`config.mk`:
```
export PLATFORM = sky130hd
export DESIGN_NAME = wb_stage
export DESIGN_NICKNAME = d
export VERILOG_FILES = /design/src/rtl/dlx_pipe_pkg.sv /design/src/rtl/load_align.sv /design/src/rtl/wb_stage.sv
export SDC_FILE = /design/constraint.sdc
export NUM_CORES = 1
export LEC_CHECK = 0
export BUFFER_PORTS_ARGS = -buffer_cell sky130_fd_sc_hd__buf_2
export CORE_ASPECT_RATIO = 1.25
export CORE_MARGIN = 8
export CORE_UTILIZATION = 25
export DETAILED_ROUTE_END_ITERATION = 8
export PLACE_DENSITY = 0.57
export SYNTH_ARGS = -nofsm -noshare
export SYNTH_HDL_FRONTEND = slang
export SYNTH_SLANG_ARGS = --single-unit
```
`constraint.sdc`:
```
create_clock -name clk -period 4.4 [get_ports clk]
set_input_delay 0.66 -clock clk [delete_from_list [all_inputs] [get_ports clk]]
set_output_delay 0.66 -clock clk [all_outputs]
set_load 0.005 [all_outputs]
```
`src/rtl/dlx_pipe_pkg.sv`:
```
// rtl/dlx_pipe_pkg.sv - shared MEM/WB pipeline definitions
// Purpose: MEM/WB bundle field positions (bit 0 is the MSB of the bundle),
//          load-size codes and write-back state encoding. Imported by both
//          the MEM/WB register and the write-back stage.
// Ports:   none (package).
package dlx_pipe_pkg;

  localparam int BUNDLE_WIDTH   = 179;

  // Start bit of each field; each field runs toward higher bit numbers.
  localparam int NEXTPC_POS     = 0;    // 32 bits
  localparam int DESTREG_POS    = 32;   // 5 bits
  localparam int ALURESULT_POS  = 37;   // 32 bits
  localparam int DATAOUT_POS    = 69;   // 32 bits
  localparam int PCTOREG_POS    = 101;
  localparam int REGWRITE_POS   = 102;
  localparam int MEMTOREG_POS   = 103;
  localparam int LOADSIGN_POS   = 104;
  localparam int DSIZE_POS      = 105;  // 2 bits
  localparam int TRAP_POS       = 107;
  localparam int FDESTREG_POS   = 108;  // 5 bits
  localparam int FBUSW_POS      = 113;  // 64 bits
  localparam int FPREGWRITE_POS = 177;
  localparam int MUL_POS        = 178;

  // Load sizes; any code with the upper bit set is a word load.
  localparam logic [1:0] DSIZE_BYTE = 2'b00;
  localparam logic [1:0] DSIZE_HALF = 2'b01;

  // Write-back state machine encoding.
  localparam logic [1:0] STATE_RUN    = 2'd0;
  localparam logic [1:0] STATE_TRAP   = 2'd1;
  localparam logic [1:0] STATE_HALTED = 2'd2;

endpackage

```
`src/rtl/load_align.sv`:
```
// rtl/load_align.sv - big-endian load lane selection and extension
// Purpose: picks the byte/half/word addressed by a load out of the memory
//          word and sign- or zero-extends it to 32 bits. Combinational.
// Ports:   dataOut  [0:31] memory word, lane k at bits [8k:8k+7]
//          offset   [0:1]  address low bits
//          dSize    [0:1]  00 byte, 01 half, 1x word
//          loadSign        1 = sign-extend byte/half
//          loadWord [0:31] aligned, extended result
module load_align
  import dlx_pipe_pkg::*;
(
  input  logic [0:31] dataOut,
  input  logic [0:1]  offset,
  input  logic [0:1]  dSize,
  input  logic        loadSign,
  output logic [0:31] loadWord
);

  logic [0:7]  byteVal;
  logic [0:15] halfVal;

  always_comb begin
    byteVal = 8'h00;
    case (offset)
      2'd0:    byteVal = dataOut[0:7];
      2'd1:    byteVal = dataOut[8:15];
      2'd2:    byteVal = dataOut[16:23];
      default: byteVal = dataOut[24:31];
    endcase
    // Half loads ignore offset[1]; offset[0] picks the upper or lower half.
    halfVal = offset[0] ? dataOut[16:31] : dataOut[0:15];

    loadWord = dataOut;
    if (dSize == DSIZE_BYTE) begin
      loadWord = {{24{loadSign & byteVal[0]}}, byteVal};
    end else if (dSize == DSIZE_HALF) begin
      loadWord = {{16{loadSign & halfVal[0]}}, halfVal};
    end
  end

endmodule

```
`src/rtl/wb_stage.sv`:
```
// rtl/wb_stage.sv - DLX write-back stage
// Purpose: accepts one MEM/WB bundle per unstalled cycle, issues integer and
//          FP register-file writes one clock later, counts retired and
//          multiply instructions, and halts after a trap.
// Ports:   clk, reset (sync, active-high), in [0:WIDTH-1] MEM/WB bundle,
//          stall; rf_we/rf_waddr/rf_wdata integer write port;
//          fp_we/fp_waddr/fp_wdata FP write port; halt; retired [0:31];
//          mul_retired [0:15] (saturating).
module wb_stage
  import dlx_pipe_pkg::*;
#(
  parameter int WIDTH = BUNDLE_WIDTH
) (
  input  logic             clk,
  input  logic             reset,
  input  logic [0:WIDTH-1] in,
  input  logic             stall,
  output logic             rf_we,
  output logic [0:4]       rf_waddr,
  output logic [0:31]      rf_wdata,
  output logic             fp_we,
  output logic [0:4]       fp_waddr,
  output logic [0:63]      fp_wdata,
  output logic             halt,
  output logic [0:31]      retired,
  output logic [0:15]      mul_retired
);

  logic [0:31] nextPc;
  logic [0:4]  destReg;
  logic [0:31] aluResult;
  logic [0:31] dataOut;
  logic        pcToReg, regWrite, memToReg, loadSign, trap, fpRegWrite, mul;
  logic [0:1]  dSize;
  logic [0:4]  fDestReg;
  logic [0:63] fbusW;

  assign nextPc     = in[NEXTPC_POS +: 32];
  assign destReg    = in[DESTREG_POS +: 5];
  assign aluResult  = in[ALURESULT_POS +: 32];
  assign dataOut    = in[DATAOUT_POS +: 32];
  assign pcToReg    = in[PCTOREG_POS];
  assign regWrite   = in[REGWRITE_POS];
  assign memToReg   = in[MEMTOREG_POS];
  assign loadSign   = in[LOADSIGN_POS];
  assign dSize      = in[DSIZE_POS +: 2];
  assign trap       = in[TRAP_POS];
  assign fDestReg   = in[FDESTREG_POS +: 5];
  assign fbusW      = in[FBUSW_POS +: 64];
  assign fpRegWrite = in[FPREGWRITE_POS];
  assign mul        = in[MUL_POS];

  logic [0:31] loadWord;
  logic [0:31] intResult;
  logic [1:0]  state;
  logic        accept;
  logic        intWrite;
  logic        fpWrite;

  load_align u_load_align (
    .dataOut  (dataOut),
    .offset   (aluResult[30:31]),
    .dSize    (dSize),
    .loadSign (loadSign),
    .loadWord (loadWord)
  );

  assign intResult = pcToReg  ? nextPc :
                     memToReg ? loadWord : aluResult;

  // Only RUN accepts; bundles seen in TRAP or HALTED are dropped.
  assign accept   = !stall && (state == STATE_RUN);
  assign intWrite = accept && regWrite && (destReg != 5'd0);
  assign fpWrite  = accept && fpRegWrite;
  assign halt     = (state == STATE_HALTED);

  always_ff @(posedge clk) begin
    if (reset) begin
      state       <= STATE_RUN;
      rf_we       <= 1'b0;
      rf_waddr    <= '0;
      rf_wdata    <= '0;
      fp_we       <= 1'b0;
      fp_waddr    <= '0;
      fp_wdata    <= '0;
      retired     <= '0;
      mul_retired <= '0;
    end else begin
      case (state)
        STATE_RUN:    if (accept && trap) state <= STATE_TRAP;
        STATE_TRAP:   state <= STATE_HALTED;
        STATE_HALTED: state <= STATE_HALTED;
        default:      state <= STATE_RUN;
      endcase

      rf_we <= intWrite;
      fp_we <= fpWrite;
      // Address/data hold their last written values when no write issues.
      if (intWrite) begin
        rf_waddr <= destReg;
        rf_wdata <= intResult;
      end
      if (fpWrite) begin
        fp_waddr <= fDestReg;
        fp_wdata <= fbusW;
      end

      if (accept && (regWrite || fpRegWrite || trap)) begin
        retired <= retired + 32'd1;
      end
      if (accept && mul && (mul_retired != 16'hFFFF)) begin
        mul_retired <= mul_retired + 16'd1;
      end
    end
  end

endmodule

```
==> results.md, run 1 <==
- Outcome: finished clean
- Lkg Pwr: around 4.4 nW
- Maximum vdd drop: around 0.23 mV
- Setup WS post-layout: around 1700 ps
- TritonCTS Sinks: roughly 160
- Yosys top cell by area: dfxtp_1
- Largest net degree at the start of global routing: 71
- RSZ-0062 raised after global routing: false
- Fillers: about 3300
- Max Cap Viol: 0
- Clk pwr share: 38.5%
- Comb pwr share: 22.2%
- Number of synthesized flops with an enable pin: 0
- Synth Area in Simple Gates: 24.5%
- Complex-gate fraction of the synthesized area: 23.1%
- Crit. End Element: flop
- DR vias/cell: between 5 and 6
- Minimum setup slack after placement: around 1600 ps
- Pins Over Slew Limit: 0
- Number of global-route vias before repair: about 8500
- Worst-Skew Late Latency: between 400 and 500 ps
- Ys async rst share: 0%
- Reg power frac: approximately two fifths
- Routability cong.: 0.888
- Slew HR: between 30 and 40%
- Die Y: 214 µm
- Critical Path Start: state[0]
- Class of the worst hold path: primary input to flop
- P_int: between 2 and 3 mW
- Most frequent cells after synthesis: nand2_1 (202), dfxtp_1 (158), a21oi_1 (115), nor2_1 (86), clkbuf_1 (72)
- Syn Inst Count: 993
- Required @ worst endpoint: 4730 ps
- Setup bufs post-CTS: 0
- Post-DR wirelength/cell: ~18 µm
- Setup Crit Path Kind: flop to flop
- Vias: about 8500
- DRT Wirelength: between 30 and 40 mm
- Initial antenna violation count: 3
- Synth Area in Adders: less than 1%
- R2R Path Start: state[0]
- CTS tree: done
- Finished Cell Area: approximately 0.010 mm²
- Total CTS buffers: 17
- Synth Flop Type: dfxtp_1
- CP arrival: 3020 ps
- ANT nets after route: 0
- Count leader, synth: nand2_1
- Fmax achieved: ~370 MHz
- Iter 0 DRT Violations: approximately 630
- TNS Setup: 0 ps
- Top post-synthesis cells by area: dfxtp_1 (40%), nand2_1 (9.6%), a21oi_1 (7.3%)
- Drt first pass iters: 6
- Syn nets: 1180
- Mux contribution to synthesized area: ~5.3%
- Hold Vio Cnt, Final: 0
- Area of the multi-input gates: roughly 0.0043 mm²
- Post-route clock period utilization: between 60 and 70%
- Share of layout cells above drive strength 1: ~33%
- Crit path launch type: flop
- Post-synthesis sequential area ratio: roughly two fifths
- Placed Area: between 0.009 and 0.01 mm²
- Clock skew after layout: between 8 and 9 ps
- IO buf count: ~340
- Area grow syn2layout: 32.7%
- Post-CTS sizing: 0
- WHS Path Cells: 3
- Fin nets: around 1500
- Final setup fails: 0
- Post-DP HPWL: around 23 mm
- Count of different cell masters after synthesis: between 60 and 70
- Seq cells post-synth: about 160
- Placed insts: 1661
- Starting Density: between 20 and 30%
- H-tree levels: 4
- Total track usage: 16.2%
- CTS max path bufs: 2
- Non-filler instance count after layout: between 1500 and 2000
- Clk root buf: clkbuf_16
- Largest family of logic cells by synthesized area: simple AND/OR/NAND/NOR gates
- Crit path max fanout: 17
- R2r worst-path depth: 6
- Post-synth top area share: between 40% and 50%
- I/O pin count: between 300 and 400
- Net load switching power: ~1.3 mW
- Hold wc startpoint: in[148]
- DRC Markers: 0
- # hold bufs at CTS: 0
- Core Box Area: a little over 0.03 mm²
- Yosys warning count: 0
- # rows: slightly above 70
- Worst-margin pin slew: between 800 and 900 ps
- Syn avg cell area: slightly below 8 µm²
- Power per cell area: 409 mW/mm²
- First-pass GRT wire length: roughly 48 mm
- Xor/xnor share of the synthesized area: less than 1%
- Post-layout minimum cycle time: ~2700 ps
- Mapped Area: just under 0.008 mm²
- GR Overflow Total: 0
- Die Wd: between 150 and 200 µm
- Register area: ~0.0032 mm²
- Die area: approximately 0.037 mm²
- Clk slew on worst S/H paths: ~70 ps
- Sw Ratio: 30.9%
==> kinds of logic after synthesis <==
| logic type | after synthesis |
|---|---|
| AO/OA/AOI/OAI | 272 |
| XOR/XNOR | 7 |
| adder cells (fa/ha/maj) | 5 |
| buffers and inverters | 102 |
| flip-flops | 158 |
| multiplexers | 33 |
| AND/OR/NAND/NOR | 416 |
==> worst max-delay path, cell delays in order, from the launching register on <==
cell and delay, ps:
dfxtp_1 310, inv_1 100, ha_1 220, nor2b_1 490
nand3_1 570, nor4_1 500, mux2_2 380
==> registers in the layout, summed over array words and instances (netlist names) <==
name         count
mul_retired     16
fp_we            1
fp_wdata        64
fp_waddr         5
rf_wdata        32
retired         32
rf_we            1
state            2
rf_waddr         5
==> layout make-up <==
class	count	area share, %
multi-input combinational	733	41.1
timing repair buffer	350	17.1
antenna	1	0.0240
tap	407	4.88
clock inverter	13	1.91
inverter	13	0.468
clock buffer	19	4.25
sequential	158	30.3
==> routing by layer <==
layer / global-route usage [%] / vias up / share of wire, %
li1: - / 4142 / -
met1: 17.7 / 3902 / 39
met3: 5.21 / 52 / 9.0
met5: 0 / - / 0.086
met4: 7.93 / 4 / 3.0
met2: 27.7 / 403 / 48
==> metrics by stage <==
step / total power [mW] / hold WS [ps] / util [%]
2_1_floorplan: 2.23 / 453 / -
3_3_place_gp: 2.65 / 438 / 31.6
3_5_place_dp: 2.66 / 444 / 31.6
4_1_cts: 4.33 / 414 / 33.7
5_1_grt: 4.49 / 425 / 33.7
6_report: 4.26 / 448 / 33.7
==> power by group through the flow <==
stage	combinational [mW]	clock (mW)	sequential [mW]
after global routing	1.05	1.75	1.70
final	0.946	1.64	1.68
after CTS	0.960	1.69	1.68
after global placement	0.944	0	1.70
after detailed placement	0.958	0	1.71
after floorplan	0.520	0	1.71
==> placed cells by master (no fill, tap or decap), types with 3 or more instances in the layout <==
cell type  instances
nor3b_1            3
nor3_1             4
nor2b_1           21
o21a_1             4
a21oi_1          115
or3b_2             3
ha_1               5
nor2_1            86
bufinv_16          4
a211oi_1          22
xor2_1             6
mux2_2            20
buf_2            337
inv_6              4
a22o_1             8
o221ai_1          17
nand3_1           17
o211ai_1          17
mux4_2             5
a22oi_1            3
nand4_1           15
nand2b_1           3
nand3b_1           3
mux2i_1            8
o31ai_1           10
buf_4             13
and2_0             3
nand2_1          201
dfxtp_1          158
a31oi_1           19
and4_1             6
a222oi_1           7
or4_1             10
clkbuf_16         17
or3_1              8
inv_1             13
a311o_1            5
nor4_1            19
a2111oi_2          7
o21ai_0           21
==> path summary, 6_finish.rpt <==
| check | end | slack (ps) |
|---|---|---|
| hold reg to reg | fp_wdata[58] | 450 |
| setup / recovery | retired[15] | 1710 |
| setup reg to reg | retired[15] | 1710 |
| hold / removal | fp_wdata[35] | 450 |
(Power assumes the default switching activity.)
==> inputs of run 2 (changes only) <==
Settings changed: ABC_AREA set to 1.
Clock period 4.4 ns to 2.55 ns, I/O delays scaled along.
==> run 2 against run 1 <==
  * Clock power is 61% higher
  * Synthesized cell count is 22% higher
  * Via count is 8.0% higher
  * Clock skew is 3.7 ps higher
  * Worst setup slack worse by 1300 ps
  * Global-route usage is 0.14 points lower
  * Design area is 3.0% higher
  * Critical path depth is 6 higher
  * Register-to-register slack worse by 1300 ps
  * Hold slack worse by 240 ps
  * Sequential cell count stayed put
  * Sequential share of layout area is 0.88 points lower
  * Critical path type unchanged
==> results.md, run 2 <==
- Outcome: finished clean
- Clk slew on worst S/H paths: 70 ps (about the same)
- Power per cell area: 656 mW/mm² (+60%)
- Required @ worst endpoint: 2870 ps (-1860 ps)
- CTS tree: done
- Crit path max fanout: 33 (+16)
- Crit path cell chain: inv_1 -> ha_1 -> inv_2 -> nor2_4 -> buf_4 -> nand2_1 -> inv_1 -> nand2_2 -> nor2_2 -> nand2_1 -> o21ai_0 -> nor2_1
- Iter 0 DRT Violations: 611 (-2.4%)
- Starting Density: 25.1% (-0.25 points)
- Count leader, synth: nand2_1
- Reg with most FFs: fp_wdata
- Total power: 7.05 mW (+65%)
- Largest register FFs: 64 (unchanged)
- R2R Path Start: state[0]
- Hold Path Sink: fp_wdata[34]
- Syn nets: 1402 (+19%)
- Core Box Area: 0.0323 mm² (+4.3%)
- Crit path launch type: flop
- Syn avg cell area: 6.68 µm² (-16%)
- Die area: 0.0385 mm² (+3.0%)
- CTS max path bufs: 2 (unchanged)
- Ys async rst share: 0% (unchanged)
- Yosys top cell by area: dfxtp_1
- Post-route clock period utilization: 85.4% (+24 points)
- Vias: 9185 (+8.0%)
- DRC Markers: 0 (unchanged)
- Max Cap Viol: 0 (unchanged)
- Comb pwr share: 22.6% (+0.4 points)
- Seq cells post-synth: 158 (unchanged)
- Total track usage: 16.0% (-0.14 points)
- H-tree levels: 4 (unchanged)
- Top flop regs: fp_wdata: 64 flops, retired: 32 flops, rf_wdata: 32 flops
- Area grow syn2layout: 32.4%
- Lkg Pwr: 4.88 nW (+10%)
- Clk root buf: clkbuf_16
- Hold Vio Cnt, Final: 0 (unchanged)
- Maximum vdd drop: 0.340 mV (+50%)
- R2r endpoint: mul_retired[7]
- CP max stage cell: buf_4
- Crit. End Element: flop
- Post-DP HPWL: 24.6 mm (+4.7%)
- Fmax achieved: 459 MHz (+24%)
- Clk pwr share: 37.4% (-1.1 points)
- Commonest non-fill, non-tap cell in the layout: buf_2
- Class of the worst hold path: primary input to flop
- Setup bufs post-CTS: 0 (unchanged)
- Initial antenna violation count: 2 (-1)
- Hold wc startpoint: in[147]
- Number of global-route vias before repair: 9019 (+6.2%)
- R2r worst-path depth: 12 (+6)
- Fin nets: 1706 (+17%)
- Routability cong.: 0.886 (-0.18%)
- # rows: 74 (+2.8%)
- Total CTS buffers: 17 (unchanged)
- Reg power frac: 40.0% (+0.7 points)
- Clock skew after layout: 12.4 ps (+3.66 ps)
- Net load switching power: 2.21 mW (+68%)
- Most frequent cells in the layout: buf_2 (337), nand2_1 (314), dfxtp_1 (158)
- # hold bufs at CTS: 0 (unchanged)
- DR vias/cell: 4.71 (-6.3%)
- Top post-synthesis cells by area: dfxtp_1 (39%), nand2_1 (15%), a21oi_1 (9.4%)
- P_int: 4.84 mW (+64%)
- Post-layout minimum cycle time: 2180 ps (-513 ps)
- Drt first pass iters: 6 (unchanged)
- Largest net degree at the start of global routing: 71 (unchanged)
- Die Y: 217 µm (+1.5%)
- Post-synth top area share: 39.0% (-1.3 points)
- Pins Over Slew Limit: 0 (unchanged)
- Post-CTS sizing: 0 (unchanged)
- Post-synthesis sequential area ratio: 39.0% (-1.3 points)
- Slew HR: 50.8% (+11 points)
- TNS Setup: 0 ps (unchanged)
- Count of different cell masters after synthesis: 39 (-38%)
- WHS Path Cells: 3 (unchanged)
- TritonCTS Sinks: 158 (unchanged)
- Mapped Area: 0.00812 mm² (+3.2%)
- Syn Inst Count: 1215 (+22%)
- R2R setup slack: 370 ps (-1340 ps)
- CP arrival: 2500 ps (-520 ps)
- Final setup fails: 0 (unchanged)
- Post-DR wirelength/cell: 16.3 µm (-11%)
- Synth Flop Type: dfxtp_1
- GR Overflow Total: 0 (unchanged)
- IO buf count: 338 (unchanged)
- Number of synthesized flops with an enable pin: 0 (unchanged)
- Sw Ratio: 31.3% (+0.45 points)
- I/O pin count: 339 (unchanged)
- First-pass GRT wire length: 48.9 mm (+1.6%)
- Worst-Skew Late Latency: 440 ps (about the same)
- DRT Wirelength: 31.9 mm (+2.0%)
- Share of layout cells above drive strength 1: 28.5% (-4.6 points)
- Most frequent cells after synthesis: nand2_1 (316), dfxtp_1 (158), a21oi_1 (153), nor2_1 (126), nand3_1 (114)
- ANT nets after route: 0 (unchanged)
- RSZ-0062 raised after global routing: false
- Die Wd: 177 µm (+1.5%)
- Minimum hold slack: 212 ps (-237 ps)
- Final Util: 33.2% (-0.41 points)
- Critical path's largest stage delay: 360 ps (-210 ps)
- Worst-margin pin slew: 738 ps (-161 ps)
- Yosys warning count: 0 (unchanged)
- Setup Crit Path Kind: flop to flop
[run 2: per-layer routing]
metal	wire, µm	vias to the layer above	part of all wire (%)	GRT usage [%]
li1	-	4583	-	-
met1	12500	4179	39	17.8
met2	15800	377	50	27.9
met3	2650	46	8.3	5.06
met4	853	0	2.7	6.26
met5	0	-	0	0
[run 2: worst max-delay path, delay by kind of cell, from the launching register on]
kind                       cells  cell delay [ps]
adders and majority gates      1              180
DFF                            1              300
buffers and inverters          4              610
and+or+nand+nor                6              790
AOI/OAI and AO/OA              1              140
[run 2: kinds of logic (layout without fill, tap and decap cells)]
kind of cell / count (synthesis) / count (layout) / share of synthesized area (%)
XOR/XNOR: 16 / 16 / 1.73
AO/OA/AOI/OAI: 250 / 250 / 16.4
buffers and inverters: 158 / 475 / 8.14
flip-flops: 158 / 158 / 39.0
AND/OR/NAND/NOR: 628 / 628 / 34.0
other: 0 / 2 / 0
adder cells (fa/ha/maj): 5 / 5 / 0.771
[run 2: metrics by stage]
stage / std cells / instance area [µm²] / setup slack (ps)
2_1_floorplan: 1215 / 8120 / 996
3_3_place_gp: 1918 / 10100 / 419
3_5_place_dp: 1918 / 10100 / 345
4_1_cts: 1950 / 10700 / 327
5_1_grt: 1950 / 10700 / 110
6_report: 1952 / 10700 / 373
[run 2: worst max path at each step]
| stage | from | end | slack, ps | cells past startpoint |
|---|---|---|---|---|
| final | state[0] | mul_retired[7] | 370 | 12 |
| after global routing | state[0] | mul_retired[7] | 110 | 12 |
| after CTS | state[0] | mul_retired[7] | 330 | 12 |
| after detailed placement | state[0] | mul_retired[7] | 350 | 12 |
| after global placement | state[0] | mul_retired[7] | 420 | 12 |
| after floorplan | state[0] | retired[14] | 1000 | 12 |
[run 2: final cells by class]
cell class	instances	area, µm²
Sequential cell	158	3160
Timing Repair Buffer	355	1830
Antenna cell	2	5.00
Inverter	88	330
Clock inverter	10	136
Multi-Input combinational cell	899	4300
Fill cell	3541	21600
Clock buffer	22	454
Tap cell	418	523
[run 2: power by group through the flow]
stage	sequential [mW]	clock [mW]	combinational, mW
floorplan	2.88	0	0.916
global placement	2.87	0	1.60
detailed placement	2.87	0	1.63
CTS	2.82	2.74	1.63
global route	2.84	2.84	1.79
finish	2.82	2.64	1.59
